`config.mk`:
```
export PLATFORM = sky130hd
export DESIGN_NAME = life_stepper_flat
export DESIGN_NICKNAME = d
export VERILOG_FILES = /design/src/rtl/life_stepper_if.sv /design/src/rtl/life_stepper.sv /design/src/flat_wrapper.sv
export SDC_FILE = /design/constraint.sdc
export NUM_CORES = 1
export LEC_CHECK = 0
export CAP_MARGIN = 20
export CORE_MARGIN = 5
export CORE_UTILIZATION = 25
export DETAILED_ROUTE_END_ITERATION = 10
export PLACE_DENSITY_LB_ADDON = 0.15
export SETUP_SLACK_MARGIN = 0.02
export SLEW_MARGIN = 20
export SYNTH_ARGS = -nofsm -noshare
export SYNTH_HDL_FRONTEND = slang
export SYNTH_SLANG_ARGS = --single-unit
```
`constraint.sdc`:
```
create_clock -name clk_in -period 13.5 [get_ports clk_in]
set_input_delay 4.05 -clock clk_in [delete_from_list [all_inputs] [get_ports clk_in]]
set_output_delay 4.05 -clock clk_in [all_outputs]
set_load 0.02 [all_outputs]
```
`src/rtl/life_stepper_if.sv`:
```
// life_stepper_if
// Logic-side port of the double-buffered board memory, as seen by the
// generation engine.
//   master: the stepper. It drives the read address and the write
//           address/data/strobe, and receives read data.
//   slave : the memory. It returns read data READ_LATENCY cycles after
//           an address is presented, and commits a write on the clock
//           edge that ends a cycle with logic_wr_en high.
interface life_stepper_if #(
    parameter int ADDR_SIZE  = 32,
    parameter int LINE_WIDTH = 8
);
    logic [LINE_WIDTH-1:0] logic_data_r;
    logic [ADDR_SIZE-1:0]  logic_addr_r;
    logic [ADDR_SIZE-1:0]  logic_addr_w;
    logic [LINE_WIDTH-1:0] logic_data_w;
    logic                  logic_wr_en;

    modport master (
        input  logic_data_r,
        output logic_addr_r,
        output logic_addr_w,
        output logic_data_w,
        output logic_wr_en
    );

    modport slave (
        output logic_data_r,
        input  logic_addr_r,
        input  logic_addr_w,
        input  logic_data_w,
        input  logic_wr_en
    );
endinterface

```
`src/rtl/life_stepper.sv`:
```
// life_stepper
// Computes one Game of Life generation in place on the logic-side board
// buffer. Rows are streamed through a three-row cache (prev/cur/next), so
// each row can be rewritten while its original state is still available
// to the row below it. When the last row has been written, swap_out
// pulses to publish the board to the render side.
//
// Ports:
//   clk_in      : sole clock
//   rst_in      : asynchronous active-high reset
//   step_in     : start one generation (only looked at in IDLE)
//   mem         : logic-side memory port (life_stepper_if.master)
//   swap_out    : one-cycle pulse in the final (SWAP) cycle
//   busy_out    : high from the first READ cycle through the SWAP cycle
//   dbg_state_o : current FSM state (0 IDLE, 1 READ, 2 WRITE, 3 SWAP)
//
// Handshake: a step_in sampled high on a clock edge while IDLE starts a
// generation in the next cycle. busy_out stays high until the SWAP cycle
// ends, and swap_out is high only in that SWAP cycle. step_in is ignored,
// and not remembered, at any other time, including during SWAP.
//
// Build option: define LIFE_WRAP_EN for a toroidal board. Rows and columns
// then wrap, an extra read of the last row seeds prev_row, and a first_row
// copy of row 0 acts as next_row for the last row. Without the macro,
// cells outside the board are dead.
module life_stepper #(
    parameter int ADDR_SIZE    = 32,
    parameter int LINE_WIDTH   = 8,
    parameter int ROW_WORDS    = 4,
    parameter int NUM_ROWS     = 32,
    parameter int READ_LATENCY = 2
) (
    input  logic                 clk_in,
    input  logic                 rst_in,
    input  logic                 step_in,
    life_stepper_if.master       mem,
    output logic                 swap_out,
    output logic                 busy_out,
    output logic [1:0]           dbg_state_o
);
    localparam int ROW_BITS = ROW_WORDS * LINE_WIDTH;
    localparam int RW_W     = $clog2(NUM_ROWS);
    localparam int CNT_W    = $clog2(ROW_WORDS + READ_LATENCY + 1);
    localparam int WI_W     = $clog2(ROW_WORDS + 1);

    localparam logic [CNT_W-1:0] ISSUE_N  = CNT_W'(ROW_WORDS);
    localparam logic [CNT_W-1:0] RD_LAST  = CNT_W'(ROW_WORDS + READ_LATENCY - 1);
    localparam logic [CNT_W-1:0] WR_LAST  = CNT_W'(ROW_WORDS - 1);
    localparam logic [RW_W-1:0]  LAST_ROW = RW_W'(NUM_ROWS - 1);

    typedef enum logic [1:0] {S_IDLE, S_READ, S_WRITE, S_SWAP} state_t;
    typedef enum logic [1:0] {T_PREV, T_CUR, T_NEXT} tgt_t;

    state_t                  state_q;
    tgt_t                    tgt_q;      // row register the current READ fills
    logic [RW_W-1:0]         row_q;      // row being (or about to be) written
    logic [RW_W-1:0]         rd_row_q;   // row being read
    logic [CNT_W-1:0]        cnt_q;      // cycle within the current phase
    logic [WI_W-1:0]         rcv_q;      // index of the next returning word
    logic [READ_LATENCY-1:0] vld_q;      // in-flight read tracker
    logic [ROW_BITS-1:0]     prev_q;
    logic [ROW_BITS-1:0]     cur_q;
    logic [ROW_BITS-1:0]     next_q;
`ifdef LIFE_WRAP_EN
    logic [ROW_BITS-1:0]     first_q;
`endif

    logic                    issue;
    logic                    land;
    logic                    wr_phase;
    logic [READ_LATENCY:0]   vld_sh;
    logic [ROW_BITS-1:0]     gen_d;      // next generation of cur_q

    assign issue    = (state_q == S_READ) && (cnt_q < ISSUE_N);
    assign land     = (state_q == S_READ) && vld_q[READ_LATENCY-1];
    assign wr_phase = (state_q == S_WRITE);
    // Appending the new issue bit below vld_q works for any latency >= 1.
    assign vld_sh   = {vld_q, issue};

    assign mem.logic_addr_r = issue ?
        ADDR_SIZE'(int'(rd_row_q) * ROW_WORDS + int'(cnt_q)) : '0;
    assign mem.logic_addr_w = wr_phase ?
        ADDR_SIZE'(int'(row_q) * ROW_WORDS + int'(cnt_q)) : '0;
    assign mem.logic_data_w = wr_phase ?
        gen_d[int'(cnt_q) * LINE_WIDTH +: LINE_WIDTH] : '0;
    assign mem.logic_wr_en  = wr_phase;
    assign swap_out         = (state_q == S_SWAP);
    assign busy_out         = (state_q != S_IDLE);
    assign dbg_state_o      = state_q;

    // Each cached row is padded with one cell on either side, so the
    // neighbourhood of column c is bits c..c+2 of the padded rows. The
    // pads hold the far edge of the row (torus) or dead cells.
    always_comb begin
        logic [ROW_BITS+1:0] ep;
        logic [ROW_BITS+1:0] ec;
        logic [ROW_BITS+1:0] en;
        logic [3:0]          n;
`ifdef LIFE_WRAP_EN
        ep = {prev_q[0], prev_q, prev_q[ROW_BITS-1]};
        ec = {cur_q[0],  cur_q,  cur_q[ROW_BITS-1]};
        en = {next_q[0], next_q, next_q[ROW_BITS-1]};
`else
        ep = {1'b0, prev_q, 1'b0};
        ec = {1'b0, cur_q,  1'b0};
        en = {1'b0, next_q, 1'b0};
`endif
        n     = '0;
        gen_d = '0;
        for (int c = 0; c < ROW_BITS; c++) begin
            n = {3'b0, ep[c]} + {3'b0, ep[c+1]} + {3'b0, ep[c+2]} +
                {3'b0, ec[c]}                   + {3'b0, ec[c+2]} +
                {3'b0, en[c]} + {3'b0, en[c+1]} + {3'b0, en[c+2]};
            gen_d[c] = (n == 4'd3) | (ec[c+1] & (n == 4'd2));
        end
    end

    always_ff @(posedge clk_in or posedge rst_in) begin
        if (rst_in) begin
            state_q  <= S_IDLE;
            tgt_q    <= T_CUR;
            row_q    <= '0;
            rd_row_q <= '0;
            cnt_q    <= '0;
            rcv_q    <= '0;
            vld_q    <= '0;
            prev_q   <= '0;
            cur_q    <= '0;
            next_q   <= '0;
`ifdef LIFE_WRAP_EN
            first_q  <= '0;
`endif
        end else begin
            vld_q <= vld_sh[READ_LATENCY-1:0];

            if (land) begin
                case (tgt_q)
                    T_PREV:  prev_q[int'(rcv_q) * LINE_WIDTH +: LINE_WIDTH] <= mem.logic_data_r;
                    T_CUR:   cur_q[int'(rcv_q) * LINE_WIDTH +: LINE_WIDTH]  <= mem.logic_data_r;
                    default: next_q[int'(rcv_q) * LINE_WIDTH +: LINE_WIDTH] <= mem.logic_data_r;
                endcase
`ifdef LIFE_WRAP_EN
                // Row 0 is the only row ever read into cur_row.
                if (tgt_q == T_CUR) begin
                    first_q[int'(rcv_q) * LINE_WIDTH +: LINE_WIDTH] <= mem.logic_data_r;
                end
`endif
                rcv_q <= rcv_q + WI_W'(1);
            end

            case (state_q)
                S_IDLE: begin
                    if (step_in) begin
                        state_q <= S_READ;
                        row_q   <= '0;
                        cnt_q   <= '0;
                        rcv_q   <= '0;
                        prev_q  <= '0;
`ifdef LIFE_WRAP_EN
                        tgt_q    <= T_PREV;
                        rd_row_q <= LAST_ROW;
`else
                        tgt_q    <= T_CUR;
                        rd_row_q <= '0;
`endif
                    end
                end

                S_READ: begin
                    if (cnt_q == RD_LAST) begin
                        cnt_q <= '0;
                        rcv_q <= '0;
                        case (tgt_q)
                            T_PREV: begin
                                tgt_q    <= T_CUR;
                                rd_row_q <= '0;
                            end
                            T_CUR: begin
                                tgt_q    <= T_NEXT;
                                rd_row_q <= RW_W'(1);
                            end
                            default: state_q <= S_WRITE;
                        endcase
                    end else begin
                        cnt_q <= cnt_q + CNT_W'(1);
                    end
                end

                S_WRITE: begin
                    if (cnt_q == WR_LAST) begin
                        cnt_q  <= '0;
                        prev_q <= cur_q;
                        cur_q  <= next_q;
                        if (row_q == LAST_ROW) begin
                            state_q <= S_SWAP;
                        end else begin
                            row_q <= row_q + RW_W'(1);
                            if (row_q + RW_W'(1) < LAST_ROW) begin
                                state_q  <= S_READ;
                                tgt_q    <= T_NEXT;
                                rd_row_q <= row_q + RW_W'(2);
                            end else begin
                                // Last row needs no read: its lower
                                // neighbour is off-board or row 0.
`ifdef LIFE_WRAP_EN
                                next_q <= first_q;
`else
                                next_q <= '0;
`endif
                            end
                        end
                    end else begin
                        cnt_q <= cnt_q + CNT_W'(1);
                    end
                end

                default: state_q <= S_IDLE;
            endcase
        end
    end
endmodule
```
`src/flat_wrapper.sv`:
```
// flat-port wrapper written by rule: the top's interface ports become plain ports
module life_stepper_flat 
#(
    parameter int ADDR_SIZE    = 32,
    parameter int LINE_WIDTH   = 8,
    parameter int ROW_WORDS    = 4,
    parameter int NUM_ROWS     = 32,
    parameter int READ_LATENCY = 2
)
  (clk_in, rst_in, step_in, swap_out, busy_out, dbg_state_o, mem_logic_data_r, mem_logic_addr_r, mem_logic_addr_w, mem_logic_data_w, mem_logic_wr_en);
  life_stepper_if #(.ADDR_SIZE(ADDR_SIZE), .LINE_WIDTH(LINE_WIDTH)) mem_i ();
  input  logic clk_in;
  input  logic rst_in;
  input  logic step_in;
  output logic swap_out;
  output logic busy_out;
  output logic [1:0] dbg_state_o;
  input wire logic [$bits(mem_i.logic_data_r)-1:0] mem_logic_data_r;
  output wire logic [$bits(mem_i.logic_addr_r)-1:0] mem_logic_addr_r;
  output wire logic [$bits(mem_i.logic_addr_w)-1:0] mem_logic_addr_w;
  output wire logic [$bits(mem_i.logic_data_w)-1:0] mem_logic_data_w;
  output wire logic [$bits(mem_i.logic_wr_en)-1:0] mem_logic_wr_en;
  assign mem_i.logic_data_r = mem_logic_data_r;
  assign mem_logic_addr_r = mem_i.logic_addr_r;
  assign mem_logic_addr_w = mem_i.logic_addr_w;
  assign mem_logic_data_w = mem_i.logic_data_w;
  assign mem_logic_wr_en = mem_i.logic_wr_en;
  life_stepper #(.ADDR_SIZE(ADDR_SIZE), .LINE_WIDTH(LINE_WIDTH), .ROW_WORDS(ROW_WORDS), .NUM_ROWS(NUM_ROWS), .READ_LATENCY(READ_LATENCY)) u_core (.clk_in(clk_in), .rst_in(rst_in), .step_in(step_in), .mem(mem_i), .swap_out(swap_out), .busy_out(busy_out), .dbg_state_o(dbg_state_o));
endmodule
```
==> results.json <==
{
  "status": "complete, no violations",
  "critPathLaunchType": "flop",
  "grt_max_degree": 63,
  "fin_nets": 1594,
  "dp_slack_ns": 5.21,
  "clk_latency_ns": 0.43,
  "fmax_mhz": 115,
  "max_cap_violations": 0,
  "cp_max_fo": 4,
  "crit_top_cell": "fa_1",
  "slew_viol_final": 0,
  "routed_wl_um": 35100,
  "area_growth_pct": 12.2,
  "dp.cells": 1950,
  "skew_ns": 0.0122,
  "post_cts_resized": 0,
  "vias": 8522,
  "grtUsageMet3_pct": 2.10,
  "drt_iter0_drc": 332,
  "synth_cells": 1325,
  "slew_headroom_pct": 41.5,
  "cts_root_buf": "clkbuf_16",
  "cts_buffers": 17,
  "rsz0062_at_grt": "false",
  "fin_tns_setup_ns": 0,
  "io_buffers": 39,
  "path_buf_inv": 4,
  "core_area_um2": 48500,
  "grt_use_total_pct": 13.5,
  "grt_pass1_wl_um": 54900,
  "final_antenna_net_count": 0,
  "avgSynthCellArea_um2": 9.20,
  "cp.required_ns": 9.45,
  "hold_buffers": 0,
  "worstPathCellList": "ha_1, inv_1, fa_1, fa_1, inv_1, fa_1, inv_1, fa_1, nor2_1, o21ai_0, o22ai_1, a22o_1, clkdlybuf4s50_1",
  "p_leak_nw": 7.09,
  "fin_ws_ns": 4.81,
  "drcViolationCount": 0,
  "dp_hpwl_um": 26900,
  "pwr_density_cell_nw_per_um2": 181,
  "dominantRegCellSynth": "dfrtp_1",
  "critPathMaxStageDelay_ns": 0.62,
  "die_area_um2": 53300,
  "use_met2_pct": 21.1,
  "tightest_slew_ns": 0.878,
  "mostFrequentLayoutCells": "305 x inv_1, 124 x fa_1, 116 x dfrtp_1, 112 x ha_1, 109 x mux2i_1",
  "endpoint_kind": "output pin",
  "ys_types": 62,
  "clockBufferDepth": 2,
  "path_delay_family": "adder cells",
  "finalSetupViolCount": 0,
  "postCtsSetupBuffers": 0,
  "final_common_cell": "inv_1",
  "grt_pass1_vias": 8978,
  "synth_edf_count": 0,
  "path_clk_slew_ns": 0.06,
  "wl_per_cell_um": 17.7,
  "hp-class": "reg2reg",
  "fin_crit_sh_pct": 64.4,
  "peakVddDrop_mv": 0.0705,
  "cts.sinks": 118,
  "rows": 81,
  "path_class": "reg2out",
  "fin_cells": 1983,
  "antenna_found_initial": 0,
  "period_needed_ns": 8.69,
  "via_per_inst": 4.30,
  "gp_congestion": 0.773,
  "p_total_mw": 2.48,
  "layout-drive-gt1-share_pct": 5.00,
  "synthArstFlopShare_pct": 100,
  "grt-ovfl-total": 0,
  "die_y_um": 231,
  "busiest_layer": "met2",
  "cts_tree": "yes",
  "io_pins": 88,
  "cp_data_arrival_time_ns": 4.64,
  "crit_slowest_cell": "clkdlybuf4s50_1",
  "ys.warnings.count": 0,
  "ctsHtreeMaxLevel": 4,
  "initial_core_util_pct": 25.1,
  "syn_area_um2": 12200,
  "final-hold-violation-count": 0,
  "ys_ff_latch": 118,
  "firstDrtPassIters": 5,
  "fillers": 5131,
  "ys_seq_area_share_pct": 24.2,
  "met1_usage_pct": 19.9,
  "fp.dieW_um": 231
}
stage by stage:
step	area, µm²	util, %	hold slack (ns)
2_1_floorplan	12400	-	0.331
4_1_cts	13700	28.2	0.355
5_1_grt	13700	28.2	0.357
3_3_place_gp	13100	26.9	0.339
6_report	13700	28.2	0.353
3_5_place_dp	13100	26.9	0.340
synthesized netlist by cell type, types with 7 or more instances:
cell type  instances  share of area, %
a22o_1             9              0.65
o21ai_0           83               3.4
xnor2_1            7              0.50
mux2i_1          109               8.9
nor2_1            85               2.6
a211oi_1          13              0.80
buf_2              9              0.37
clkbuf_1          31              0.95
o22ai_1           10              0.51
nand2_1          101               3.1
nor2b_1           25               1.3
nand3_1           11              0.45
dfrtp_1          117                24
and2_1            17              0.87
a31oi_1           17              0.87
o211ai_1          12              0.74
ha_1             112                11
buf_4             49               3.0
fa_1             124                20
inv_1            306               9.4
path summary, 6_finish.rpt:
path	startpoint	end	slack [ns]	depth (start not counted)
max	u_core.prev_q[2]	mem_logic_data_w[3]	4.81	13
min	u_core.vld_q[0]	u_core.vld_q[1]	0.35	0
max reg2reg	u_core.cnt_q[0]	u_core.prev_q[15]	10.29	7
min reg2reg	u_core.vld_q[0]	u_core.vld_q[1]	0.35	0
max in group asynchronous	rst_in	u_core.cur_q[13]	7.98	3
min in group asynchronous	rst_in	u_core.dbg_state_o[0]	4.16	2
where the power goes:
group	switching, mW	internal (mW)
Combinational	0.857	0.574
Sequential	0.140	0.427
Clock	0.186	0.298
Total	1.18	1.30
cells by family (layout without fill, tap and decap cells):
logic type	after synthesis	after routing	share of synthesized area, %
mux	116	116	9.78
buf+inv	399	387	14.0
fa+ha+maj	236	236	31.9
xor+xnor	11	11	0.790
other cells	1	49	0.0308
simple gates	277	277	10.8
compound gates	167	167	8.47
flops	118	118	24.2
routing by layer:
metal  wire length, µm  up-vias
li1                  -     4156
met1             18000     4252
met2             15900       96
met3               870       18
met4               304        0
met5                 0        -
area by class of cell:
type	count	area, µm²	share of cell area, %
diodes	1	2.50	0.0183
clock buffers	19	453	3.31
flip-flops and latches	118	2960	21.6
multi-input cells	855	7710	56.4
clock inverters	13	155	1.13
inverters	306	1150	8.42
well taps	622	778	5.69
repair buffers	49	465	3.40
flip-flops by register name (all words and copies together) (netlist names):
signal and flops:
u_core.cnt_q 3, u_core.cur_q 32, u_core.dbg_state_o 2, u_core.next_q 32, u_core.prev_q 32, u_core.rcv_q 3
u_core.rd_row_q 5, u_core.row_q 5, u_core.tgt_q 2, u_core.vld_q 2
(Power assumes the default switching activity.)
